File: src/rtl/shift_defs.sv
// ==== shift_defs: op and FSM state encodings shared by the shifter and ALU decode ====
// ==== Rev 1.0 ====
`default_nettype none

package shift_defs;

  typedef enum logic [1:0] {
    OP_SLL = 2'b00,
    OP_SRL = 2'b01,
    OP_SRA = 2'b10,
    OP_ROR = 2'b11
  } shift_op_e;

  typedef enum logic [0:0] {
    ST_IDLE  = 1'b0,
    ST_SHIFT = 1'b1
  } state_e;

endpackage

`default_nettype wire

File: src/rtl/shift_step.sv
// ==== shift_step: one combinational shift/rotate by k (0..STEP) positions ====
// ==== Rev 1.0 ====
`default_nettype none

module shift_step
  import shift_defs::*;
#(
  parameter int N    = 32,
  parameter int STEP = 1,
  parameter int KW   = $clog2(STEP + 1)
) (
  input  logic [N-1:0]  value,
  input  shift_op_e     op,
  input  logic [KW-1:0] k,
  output logic [N-1:0]  shifted
);

  // Left amount for the rotate; 7 bits covers N - k up to 64.
  logic [6:0] lsh;

  always_comb begin
    lsh     = 7'(N) - 7'(k);
    shifted = value;
    case (op)
      OP_SLL: shifted = value << k;
      OP_SRL: shifted = value >> k;
      OP_SRA: shifted = $signed(value) >>> k;
      OP_ROR: shifted = (value >> k) | (value << lsh);
      default: shifted = value;
    endcase
  end

endmodule

`default_nettype wire

File: src/rtl/iterative_shifter.sv
// ==== iterative_shifter: multi-cycle SLL/SRL/SRA/ROR, up to STEP bits per cycle ====
// ==== Rev 1.0 ====
`default_nettype none

module iterative_shifter
  import shift_defs::*;
#(
  parameter int N    = 32,
  parameter int STEP = 1,
  parameter int SW   = $clog2(N)
) (
  input  logic          clk,
  input  logic          rst,
  input  logic          start,
  input  logic [1:0]    op,
  input  logic [N-1:0]  D,
  input  logic [SW-1:0] shamt,
  output logic [N-1:0]  Q,
  output logic          busy,
  output logic          done
);

  localparam int KW = $clog2(STEP + 1);

  state_e        state, state_nxt;
  shift_op_e     op_reg, op_nxt;
  logic [SW-1:0] rem, rem_nxt;
  logic [N-1:0]  q_nxt, stepped;
  logic [KW-1:0] k;
  logic          done_nxt;
  logic          last_step;

  shift_step #(.N(N), .STEP(STEP), .KW(KW)) u_step (
    .value   (Q),
    .op      (op_reg),
    .k       (k),
    .shifted (stepped)
  );

  assign busy = (state == ST_SHIFT);

  // Compare in 32 bits so STEP never truncates against a narrow rem.
  assign last_step = (32'(rem) <= 32'(STEP));
  assign k         = last_step ? KW'(rem) : KW'(STEP);

  always_comb begin
    state_nxt = state;
    q_nxt     = Q;
    rem_nxt   = rem;
    op_nxt    = op_reg;
    done_nxt  = 1'b0;
    case (state)
      ST_IDLE: begin
        if (start) begin
          q_nxt   = D;
          op_nxt  = shift_op_e'(op);
          rem_nxt = shamt;
          if (shamt == '0) begin
            done_nxt = 1'b1;
          end else begin
            state_nxt = ST_SHIFT;
          end
        end
      end
      ST_SHIFT: begin
        q_nxt   = stepped;
        rem_nxt = rem - SW'(k);
        if (last_step) begin
          state_nxt = ST_IDLE;
          done_nxt  = 1'b1;
        end
      end
      default: state_nxt = ST_IDLE;
    endcase
  end

  always_ff @(posedge clk) begin
    if (rst) begin
      state  <= ST_IDLE;
      Q      <= '0;
      rem    <= '0;
      op_reg <= OP_SLL;
      done   <= 1'b0;
    end else begin
      state  <= state_nxt;
      Q      <= q_nxt;
      rem    <= rem_nxt;
      op_reg <= op_nxt;
      done   <= done_nxt;
    end
  end

endmodule

`default_nettype wire

File: config.mk
export PLATFORM = sky130hd
export DESIGN_NAME = iterative_shifter
export DESIGN_NICKNAME = d
export VERILOG_FILES = /design/src/rtl/shift_defs.sv /design/src/rtl/shift_step.sv /design/src/rtl/iterative_shifter.sv
export SDC_FILE = /design/constraint.sdc
export NUM_CORES = 1
export LEC_CHECK = 0
export BUFFER_PORTS_ARGS = -buffer_cell sky130_fd_sc_hd__buf_4
export CAP_MARGIN = 25
export CELL_PAD_IN_SITES_DETAIL_PLACEMENT = 1
export CELL_PAD_IN_SITES_GLOBAL_PLACEMENT = 1
export CORE_ASPECT_RATIO = 1.1
export CORE_UTILIZATION = 35
export DETAILED_ROUTE_END_ITERATION = 6
export PLACE_DENSITY = 0.76
export REMOVE_ABC_BUFFERS = 1
export SYNTH_ARGS = -nofsm -noshare
export SYNTH_HDL_FRONTEND = slang
export SYNTH_SLANG_ARGS = --single-unit
File: constraint.sdc
create_clock -name clk -period 1.65 [get_ports clk]
set_clock_uncertainty 0.1 [all_clocks]
set_input_delay 0 -clock clk [delete_from_list [all_inputs] [get_ports clk]]
set_output_delay 0 -clock clk [all_outputs]
set_load 0.05 [all_outputs]
Word-level counts from Yosys, hierarchy flattened
Cells that the tools add are included.
{"block": "word_totals", "word_cells": 35, "ff_bits": 41, "out_inout_bits": 34}
{"block": "op_classes", "bitwise": 2, "shifts": 4, "add_sub_neg": 2, "order_cmp": 1, "eq_ne": 4, "n_reduce_logical": 3, "n_mux": 14}
{"operator": "32-bit one-hot mux with 4 select lines", "count": 1}
{"operator": "32-bit one-hot mux with 2 select lines", "count": 1}
{"operator": "32-bit two-way mux", "count": 1}
{"operator": "32-bit bitwise OR", "count": 1}
{"operator": "32-bit by 1-bit << shifter with 32-bit output", "count": 1}
{"operator": "32-bit by 7-bit << shifter with 32-bit output", "count": 1}
{"operator": "32-bit by 1-bit >> shifter with 32-bit output", "count": 1}
{"operator": "32-bit by 1-bit >>> shifter with 32-bit output", "count": 1}
{"operator": "5-bit one-hot mux with 2 select lines", "count": 1}
{"operator": "1-bit two-way mux", "count": 7}
{"operator": "6-bit by 1-bit subtractor with 7-bit output, first input constant", "count": 1}
{"operator": "5-bit by 1-bit <= comparator with 1-bit output, second input constant", "count": 1}
{"operator": "5-bit logical NOT", "count": 1}
{"operator": "5-bit two-way mux", "count": 1}
{"operator": "5-bit by 1-bit subtractor with 5-bit output", "count": 1}
{"operator": "2-bit equality test, second input constant", "count": 2}
{"operator": "1-bit one-hot mux with 2 select lines", "count": 2}
{"operator": "2-bit by 1-bit equality test with 1-bit output, second input constant", "count": 1}
{"operator": "2-bit logical NOT", "count": 1}
{"operator": "2-bit != test, second input constant", "count": 1}
{"operator": "2-bit AND reduction", "count": 1}
{"operator": "1-bit inverter", "count": 1}

Depth between registers and ports, before layout
Gate-level depths: netlist of the first run.
{"block": "logic_depth", "ltp_word": 7, "depth_mapped": 6}

Hierarchy
Synthesis of the first run repeated with hierarchy kept, for this count alone.
{"block": "unflattened", "cells_unflattened": 305, "area_unflattened_um2": 2590.0}
{"mod": "iterative_shifter", "area_each_um2": 1894.3, "n_inst": 1, "cells_each": 196}
{"mod": "shift_step", "area_each_um2": 695.7, "n_inst": 1, "cells_each": 109}

Least setup slack after synthesis of the first run
OpenSTA, ideal clock, no wires.
{"block": "synth_path", "kind": "reg-to-reg", "start": "reg state (netlist: busy)", "end": "reg Q[31]", "arrival_time_ns": 1.720, "n_path_buf": 2, "path_slack_ns": -0.286, "setup_ns": 0.116, "synth_period_minus_slack_ns": 1.936, "path_stages_with_launch": 6, "t_required_ns": 1.434, "path_cell_list": "dfxtp_1 > buf_2 > buf_1 > inv_2 > o41ai_1 > and3b_1"}
{"block": "synth_via", "elab_chain_cells": 2, "word_cells_on_any_way": 3}
{"element": "start: declaration", "line_no": "iterative_shifter.sv:25", "text": "state_e state, state_nxt;"}
{"element": "start signal: assignment", "line_no": "iterative_shifter.sv:85", "text": "state <= state_nxt;"}
{"element": "1-bit inverter"}
{"element": "32-bit one-hot mux with 2 select lines or 2-bit != test (tied branches)"}
{"element": "end signal: assignment", "line_no": "iterative_shifter.sv:86", "text": "Q <= q_nxt;"}
{"element": "end: declaration", "line_no": "iterative_shifter.sv:18", "text": "output logic [N-1:0] Q,"}
Several ways; a longest one is shown, not always the timed one.
A chain may end at the register's enable or synchronous reset.

Final worst setup path of the first run
{"block": "layout_path", "start": "reg rem[0]", "end": "reg Q[5]"}
{"block": "layout_via", "elab_chain_cells": 7, "word_cells_on_any_way": 10}
{"element": "start: declaration", "line_no": "iterative_shifter.sv:27", "text": "logic [SW-1:0] rem, rem_nxt;"}
{"element": "start signal: assignment", "line_no": "iterative_shifter.sv:87", "text": "rem <= rem_nxt;"}
{"element": "5-bit by 1-bit <= comparator with 1-bit output", "line_no": "iterative_shifter.sv:43", "text": "assign last_step = (32'(rem) <= 32'(STEP));"}
{"element": "1-bit two-way mux *", "line_no": "iterative_shifter.sv:44", "text": "assign k = last_step ? KW'(rem) : KW'(STEP);"}
{"element": "6-bit by 1-bit subtractor with 7-bit output", "line_no": "shift_step.sv:22", "text": "lsh = 7'(N) - 7'(k);"}
{"element": "32-bit by 7-bit << shifter with 32-bit output", "line_no": "shift_step.sv:28", "text": "OP_ROR: shifted = (value >> k) | (value << lsh);"}
{"element": "32-bit bitwise OR", "line_no": "shift_step.sv:28"}
{"element": "32-bit one-hot mux with 4 select lines *", "line_no": "shift_step.sv:24", "text": "case (op)"}
{"element": "32-bit one-hot mux with 2 select lines *", "line_no": "iterative_shifter.sv:52", "text": "case (state)"}
Every way passes the cells marked *; elsewhere a longest branch is shown, timed or not.

==> flow_summary.json, run 1 <==
{
  "yosysMostFrequentCell": "nand2_1",
  "cts_setup_buffers": 0,
  "diodes": 0,
  "synth_edf_count": 0,
  "postRouteAntennaNets": 0,
  "syn_to_final_growth_pct": 48.0,
  "grt_antenna_before_repair": 0,
  "max_freq_ghz": 0.591,
  "grt_max_degree": 44,
  "drive_gt1_frac": 0.303,
  "worstPathRequired_ns": 1.77,
  "clock_sinks": 41,
  "synth_top_area_share": 0.304,
  "routedWlPerCell_um": 17.5,
  "nFillCells": 866,
  "p_leak_uw": 0.00170,
  "hold_path_class": "input pin to register",
  "die_w_um": 85.8,
  "async_flop_share": 0,
  "finalNonFillerCells": 528,
  "num_vias": 2938,
  "routed_via_density": 5.56,
  "synth_top_area_cell": "dfxtp_1",
  "relSlewSlack": 0.688,
  "clk_pin_slew_ns": 0.09,
  "synth_ff_type": "dfxtp_1",
  "setup.worst_path.class": "register to register",
  "die-area_um2": 8080,
  "netlist_instances": 314,
  "synth_seq_cells": 41,
  "grtUsageTotal": 0.232,
  "cts_tree": "built",
  "portBuffers": 75,
  "drv_cap": 0,
  "fin_worst_hold_slack_ns": 0.00903,
  "yosysUniqueCellTypes": 36,
  "synth_common_cells": "nand2_1, dfxtp_1, mux2i_1",
  "rsz0062_at_grt": "true",
  "grt_pass1_wl_mm": 14.8,
  "coreArea_um2": 7470,
  "synth_warnings": 0,
  "dp_hpwl_mm": 5.69,
  "dp_cells": 483,
  "critPathLaunchType": "register",
  "drc_errors": 0,
  "worstSetupEndpointType": "register",
  "firstDrtPassIters": 4,
  "drt-total-wl_mm": 9.24,
  "htreeDepth": 2,
  "vdd_drop_max_mv": 0.416,
  "num_rows": 33,
  "hold_viol": 0,
  "cts.path.max_buffers": 2,
  "finalNetCount": 465,
  "finalMaxSlewViolations": 0,
  "grt_pass1_vias": 2945,
  "numCtsBuffers": 5,
  "die_h_um": 94.2,
  "avgSynthCellArea_um2": 8.61,
  "cp_max_fo": 19,
  "worst_slack_ns": -0.0435,
  "worstSkewPairLatency_ns": 0.31,
  "pin_count": 76,
  "cts-root-buf": "clkbuf_8",
  "gp_congestion": 0.755,
  "synthesis.area_um2": 2700,
  "first_iter_violations": 97,
  "cp.arrival_ns": 1.81,
  "synth.area.top_cells": "dfxtp_1, mux2_1, mux2i_1",
  "worstMarginPinSlew_ns": 0.468,
  "setup_violations": 12,
  "fin_crit_sh": 1.03,
  "layout_min_cycle_time_ns": 1.69,
  "power_density_nw_per_um2": 821,
  "violations": "negative setup slack",
  "start_util": 0.362,
  "grt_overflow": 0,
  "ys_seq_area_frac": 0.304,
  "largest_reg_flops": 32,
  "outcome": "finished, violations left"
}
==> stage by stage <==
step	power (uW)	util	setup TNS (ns)	instance area, um^2	setup WS, ns
final	3280	0.535	-0.178	4000	-0.0435
after global routing	3430	0.535	-1.26	4000	-0.0871
after floorplan	1910	-	-38.64	2550	-1.20
after CTS	3250	0.525	-0.201	3930	-0.0375
after detailed placement	2430	0.461	-0.291	3450	-0.0447
after global placement	2400	0.461	0	3450	0.00498
==> layout make-up <==
| type | count | area [um^2] | area share |
|---|---|---|---|
| Clock buffer | 6 | 82.6 | 0.0207 |
| Clock inverter | 2 | 13.8 | 0.00344 |
| Inverter | 2 | 7.51 | 0.00188 |
| Timing Repair Buffer | 134 | 1130 | 0.284 |
| Multi-Input combinational cell | 238 | 1800 | 0.451 |
| Tap cell | 105 | 131 | 0.0329 |
| Sequential cell | 41 | 826 | 0.207 |
==> cells by family (layout without fill, tap and decap cells) <==
logic type	count (synthesis)	count (layout)	synth area share
and+or+nand+nor	123	123	0.230
muxes	62	62	0.244
AOI/OAI and AO/OA	52	52	0.158
DFF	41	41	0.304
buffers and inverters	35	144	0.0602
adders and majority gates	1	1	0.00463
==> worst max-delay path: stages (launching register included) <==
cell	delay [ns]
dfxtp_2	0.33
or3_4	0.40
buf_8	0.16
or4_1	0.51
o311ai_2	0.09
==> metal layers <==
layer,share of wire,track usage,vias up,routed length [um]
met1,0.44,0.288,1450,4060
met2,0.52,0.404,61,4770
met3,0.026,0.0316,13,241
met4,0.019,0.0903,0,171
met5,0,0,-,0
li1,-,-,1414,-
==> path summary, 6_finish.rpt <==
path | from | endpoint | slack, ns | cells past startpoint
min | shamt[1] | rem[1]$_SDFFE_PP0P_ | 0.009 | 4
max reg2reg | rem[0]$_SDFFE_PP0P_ | Q[5]$_SDFFE_PP0P_ | -0.04 | 4
max | rem[0]$_SDFFE_PP0P_ | Q[5]$_SDFFE_PP0P_ | -0.04 | 4
min reg2reg | op_reg[0]$_SDFFE_PP0P_ | op_reg[0]$_SDFFE_PP0P_ | 0.45 | 2
==> what timing repair did <==
action | in CTS | in global routing
gates resized for setup | 3 | 18
pin swaps | 0 | 1
setup endpoints to repair | 30 | 33
cloned | 0 | 0
hold buffers | 37 | 0
hold endpoints to repair | 37 | 0
==> where the power goes <==
part / leakage [uW] / internal (uW) / switching [uW]
Clock: 0.0000512 / 340 / 403
Combinational: 0.00131 / 548 / 775
Sequential: 0.000339 / 1080 / 133
==> placed cells by master (no fill, tap or decap), types with 2 or more instances in the layout <==
cell	Yosys	routed
o311ai_1	31	27
dfxtp_1	41	37
or4_1	31	25
a311oi_1	2	2
buf_4	0	93
o221ai_1	2	2
mux2i_1	32	32
dlygate4sd3_1	0	37
nor2b_1	3	3
a21oi_1	5	5
a211oi_1	4	4
clkbuf_8	0	6
nand3_1	2	2
or4_4	0	6
nor2_1	8	4
o311ai_2	0	4
nor2_2	0	3
dfxtp_2	0	4
buf_12	0	2
nand2_1	68	67
nand2b_1	3	3
nor3_1	2	2
mux2_1	30	30
Power figures use the tool's default switching activity.
==> run 2: changes to the inputs <==
- CORE_UTILIZATION: 35 -> 34
- PLACE_DENSITY: 0.76 -> 0.75
- SYNTH_HIERARCHICAL: unset -> 1
==> flow_summary.json, run 2 <==
{
  "drc_errors": 0,
  "dp_hpwl_mm": 4.91,
  "largest_reg_flops": 32,
  "postRouteAntennaNets": 0,
  "grtUsageTotal": 0.195,
  "synth_top_area_cell": "dfxtp_1",
  "numCtsBuffers": 5,
  "gp_congestion": 0.802,
  "p_leak_uw": 0.00177,
  "drive_gt1_frac": 0.350,
  "grt_overflow": 0,
  "grt_max_degree": 67,
  "setup_tns_ns": -0.193,
  "hold_viol": 1,
  "r2r_cells": 6,
  "drv_cap": 0,
  "worstHoldStart": "D[20]",
  "max_freq_ghz": 0.581,
  "synth_common_cells": "nor2_1, mux2i_1, dfxtp_1",
  "worst_slack_ns": -0.0705,
  "htreeDepth": 2,
  "final_area_um2": 3850,
  "synth_edf_count": 0,
  "rr_startpoint": "rem[3]$_SDFFE_PP0P_",
  "cp.arrival_ns": 1.80,
  "routedWlPerCell_um": 15.4,
  "finalNetCount": 454,
  "synthesis.area_um2": 2590,
  "die_w_um": 85.2,
  "yosysMostFrequentCell": "nor2_1",
  "die_h_um": 93.5,
  "start_util": 0.348,
  "vdd_drop_max_mv": 0.508,
  "cts.path.max_buffers": 2,
  "worstPathRequired_ns": 1.73,
  "ys_seq_area_frac": 0.317,
  "hold_depth": 3,
  "relSlewSlack": 0.655,
  "dp_cells": 452,
  "syn_to_final_growth_pct": 48.8,
  "yosysUniqueCellTypes": 35,
  "first_iter_violations": 87,
  "portBuffers": 75,
  "synth_ff_type": "dfxtp_1",
  "die-area_um2": 7970,
  "async_flop_share": 0,
  "setup.worst_path.class": "register to register",
  "layout_common_cells": "buf_4, mux2i_1, nor2_1",
  "num_rows": 33,
  "finalMaxSlewViolations": 0,
  "critPathLaunchType": "register",
  "hold_path_end": "Q[20]$_SDFFE_PP0P_",
  "synth_seq_cells": 41,
  "cts-root-buf": "clkbuf_8",
  "grt_pass1_vias": 2628,
  "crit-reg2reg-capture": "rem[2]$_SDFFE_PP0P_",
  "ff2ff_setup_slack_ns": -0.07,
  "clock_sinks": 41,
  "worstMarginPinSlew_ns": 0.517,
  "grt_pass1_wl_mm": 12.5,
  "netlist_instances": 305,
  "worstSetupEndpointType": "register",
  "cts_tree": "built",
  "crit_start": "rem[3]$_SDFFE_PP0P_",
  "violations": "negative hold slack, negative setup slack",
  "fin_worst_hold_slack_ns": -0.00607,
  "hold_path_class": "input pin to register",
  "power_density_nw_per_um2": 1020,
  "setup_violations": 13,
  "outcome": "finished, violations left",
  "cp_max_fo": 3,
  "grt_antenna_before_repair": 0,
  "clk_pin_slew_ns": 0.09,
  "avgSynthCellArea_um2": 8.49,
  "nFillCells": 864,
  "post-place-ws_ns": -0.195,
  "final_common_cell": "buf_4",
  "rsz0062_at_grt": "true",
  "layout_min_cycle_time_ns": 1.72,
  "coreArea_um2": 7430,
  "drt-total-wl_mm": 7.70,
  "synth_warnings": 6,
  "synth.area.top_cells": "dfxtp_1, mux2i_1, nor2_1",
  "firstDrtPassIters": 4,
  "fin_crit_sh": 1.04,
  "num_vias": 2609,
  "finalNonFillerCells": 499,
  "worstSkewPairLatency_ns": 0.29,
  "diodes": 0,
  "pin_count": 76,
  "routed_via_density": 5.23,
  "synth_top_area_share": 0.317,
  "postPlaceCellArea_um2": 3220
}
run 2: per-stage QoR:
| stage | util | total power [uW] |
|---|---|---|
| 5_1_grt | 0.519 | 4170 |
| 3_5_place_dp | 0.433 | 3030 |
| 4_1_cts | 0.505 | 3870 |
| 3_3_place_gp | 0.433 | 2970 |
| 2_1_floorplan | - | 2420 |
| 6_report | 0.519 | 3940 |
run 2: kinds of logic (layout without fill, tap and decap cells):
family / count (synthesis) / count (layout) / synth area share
buffers and inverters: 31 / 138 / 0.0778
DFF: 41 / 41 / 0.317
AOI/OAI and AO/OA: 76 / 76 / 0.189
muxes: 68 / 68 / 0.263
and+or+nand+nor: 88 / 88 / 0.148
adders and majority gates: 1 / 1 / 0.00483
run 2: final cells by class:
| class | instances | area (um^2) | area share |
|---|---|---|---|
| Clock inverter | 2 | 15.0 | 0.00390 |
| Timing Repair Buffer | 126 | 1080 | 0.281 |
| Multi-Input combinational cell | 233 | 1740 | 0.451 |
| Sequential cell | 41 | 822 | 0.213 |
| Inverter | 4 | 15.0 | 0.00390 |
| Clock buffer | 6 | 72.6 | 0.0188 |
| Tap cell | 87 | 109 | 0.0282 |
run 2: report_power, final:
| group | internal, uW | switching [uW] | leakage [uW] |
|---|---|---|---|
| Sequential | 1120 | 192 | 0.000340 |
| Clock | 299 | 366 | 0.0000374 |
| Combinational | 838 | 1130 | 0.00139 |
run 2: per-layer routing:
layer | GRT usage | part of all wire
met1 | 0.236 | 0.45
met2 | 0.364 | 0.52
met3 | 0.0229 | 0.027
met4 | 0.0452 | 0.0057
met5 | 0 | 0
run 2: how the worst max path moves through the flow:
| stage | slack (ns) | cells past startpoint | to |
|---|---|---|---|
| floorplan | -0.81 | 7 | Q[31]$_SDFFE_PP0P_ |
| global placement | 0.008 | 6 | Q[1]$_SDFFE_PP0P_ |
| detailed placement | -0.20 | 6 | Q[22]$_SDFFE_PP0P_ |
| CTS | -0.03 | 7 | Q[31]$_SDFFE_PP0P_ |
| global route | -0.17 | 6 | rem[2]$_SDFFE_PP0P_ |
| finish | -0.07 | 6 | rem[2]$_SDFFE_PP0P_ |
run 2: worst max-delay path, stage by stage (launching register included):
cell and delay [ns]:
dfxtp_2 0.35, nor4_4 0.40, nor2_2 0.10, ha_2 0.20, nor2b_1 0.13, a222oi_1 0.24
nor2_1 0.09
run 2: timing repair:
item,4_1_cts,5_1_grt
setup endpoints to repair,34,34
hold endpoints to repair,35,0
resized for setup,17,26
hold buffers,35,0
setup buffers,4,0
pin swaps,9,9
==> run 3: changes to the inputs <==
- RECOVER_POWER: unset -> 100
==> flow_summary.json, run 3 (synthesis results as in run 2) <==
{
  "cp.depth": 6,
  "cp_max_fo": 3,
  "cts-root-buf": "clkbuf_8",
  "slowest_stage": "nor4_4",
  "grt_pass1_wl_mm": 12.5,
  "worst_slack_ns": -0.0664,
  "first_iter_violations": 91,
  "clk_pin_slew_ns": 0.09,
  "num_rows": 33,
  "firstDrtPassIters": 4,
  "die_w_um": 85.2,
  "worst-path-buf-inv": 0,
  "die-area_um2": 7970,
  "fin_crit_sh": 1.04,
  "setup.worst_path.class": "register to register",
  "drive_gt1_frac": 0.269,
  "slowest_delay_ns": 0.40,
  "rsz0062_at_grt": "true",
  "grt_overflow": 0,
  "routed_via_density": 5.26,
  "clock_sinks": 41,
  "r2r_cells": 6,
  "hold_path_class": "input pin to register",
  "num_vias": 2625,
  "fin_worst_hold_slack_ns": -0.00658,
  "drt-total-wl_mm": 7.70,
  "layout_common_cells": "mux2i_1, nor2_1, buf_4",
  "die_h_um": 93.5,
  "cts_tree": "built",
  "vdd_drop_max_mv": 0.509,
  "worstMarginPinSlew_ns": 0.625,
  "numCtsBuffers": 5,
  "dp_hpwl_mm": 4.91,
  "crit_start": "rem[3]$_SDFFE_PP0P_",
  "grt_pass1_vias": 2628,
  "rr_startpoint": "rem[3]$_SDFFE_PP0P_",
  "finalMaxSlewViolations": 0,
  "worstPathRequired_ns": 1.73,
  "postRouteAntennaNets": 0,
  "routedWlPerCell_um": 15.4,
  "hold_depth": 3,
  "setup_violations": 11,
  "worstSetupEndpointType": "register",
  "diodes": 0,
  "grt_max_degree": 67,
  "layout_min_cycle_time_ns": 1.72,
  "power_density_nw_per_um2": 1030,
  "critPathLaunchType": "register",
  "finalNetCount": 454,
  "cp.arrival_ns": 1.80,
  "final_common_cell": "mux2i_1",
  "grtUsageTotal": 0.195,
  "portBuffers": 75,
  "worstHoldStart": "D[20]",
  "relSlewSlack": 0.585,
  "crit_family": "simple AND/OR/NAND/NOR gates",
  "setup_tns_ns": -0.182,
  "drv_cap": 0,
  "largest_reg_flops": 32,
  "gp_congestion": 0.802,
  "htreeDepth": 2,
  "hold_viol": 1,
  "crit_chain": "nor4_4 > nor2_2 > ha_2 > nor2b_1 > a222oi_1 > nor2_1",
  "coreArea_um2": 7430,
  "cts.path.max_buffers": 2,
  "pin_count": 76,
  "ff2ff_setup_slack_ns": -0.07,
  "start_util": 0.348,
  "worstSkewPairLatency_ns": 0.29,
  "drc_errors": 0,
  "violations": "negative hold slack, negative setup slack",
  "outcome": "finished, violations left",
  "max_freq_ghz": 0.583,
  "grt_antenna_before_repair": 0,
  "final_util": 0.502,
  "syn_to_final_growth_pct": 44.0,
  "p_leak_uw": 0.00164
}
run 3: changes by cell type in the layout (fill, tap and decap cells not counted), sizes merged:
cell	change
clkbuf	+33
buf	-33
run 3: repair_timing:
action	in CTS	in global routing
pin swaps	9	9
endpoints found under the setup margin	34	34
buffers inserted	4	0
hold endpoints to repair	35	0
hold buffers	35	0
gates resized for setup	17	26
run 3: power breakdown:
group | leakage, uW | internal [uW] | total [uW] | switching, uW
Sequential | 0.000340 | 1120 | 1310 | 189
Clock | 0.0000374 | 299 | 669 | 371
Combinational | 0.00126 | 747 | 1880 | 1130
Total | 0.00164 | 2170 | 3860 | 1690
run 3: layer usage:
layer  GRT usage  part of all wire  vias to the layer above
met3      0.0229             0.029                        4
met1       0.236              0.45                     1264
met2       0.364              0.51                       50
li1            -                 -                     1307
met5           0                 0                        -
met4      0.0452            0.0056                        0
run 3: final timing paths:
path,to
worst max-delay path,rem[2]$_SDFFE_PP0P_
worst min-delay path,Q[20]$_SDFFE_PP0P_
worst max register to register,rem[2]$_SDFFE_PP0P_
worst min register to register,rem[4]$_SDFFE_PP0P_
run 3: metrics by stage:
stage	total power, uW	cells	worst slack (ns)	cell area [um^2]
after detailed placement	3030	452	-0.195	3220
after CTS	3870	499	-0.0281	3760
after global placement	2970	452	0.00785	3220
after floorplan	2420	278	-0.807	2400
after global routing	4080	499	-0.174	3730
final	3860	499	-0.0664	3730
run 3: cell type report:
type	instances	area, um^2
clock buffers	6	72.6
clock inverters	2	15.0
fillers	884	3700
inverters	4	15.0
multi-input cells	233	1740
flip-flops and latches	41	822
well taps	87	109
repair buffers	126	960
run 3: worst min-delay path, stage by stage:
cell and delay [ns]:
buf_4 0.11, mux2i_1 0.14, a211oi_1 0.09
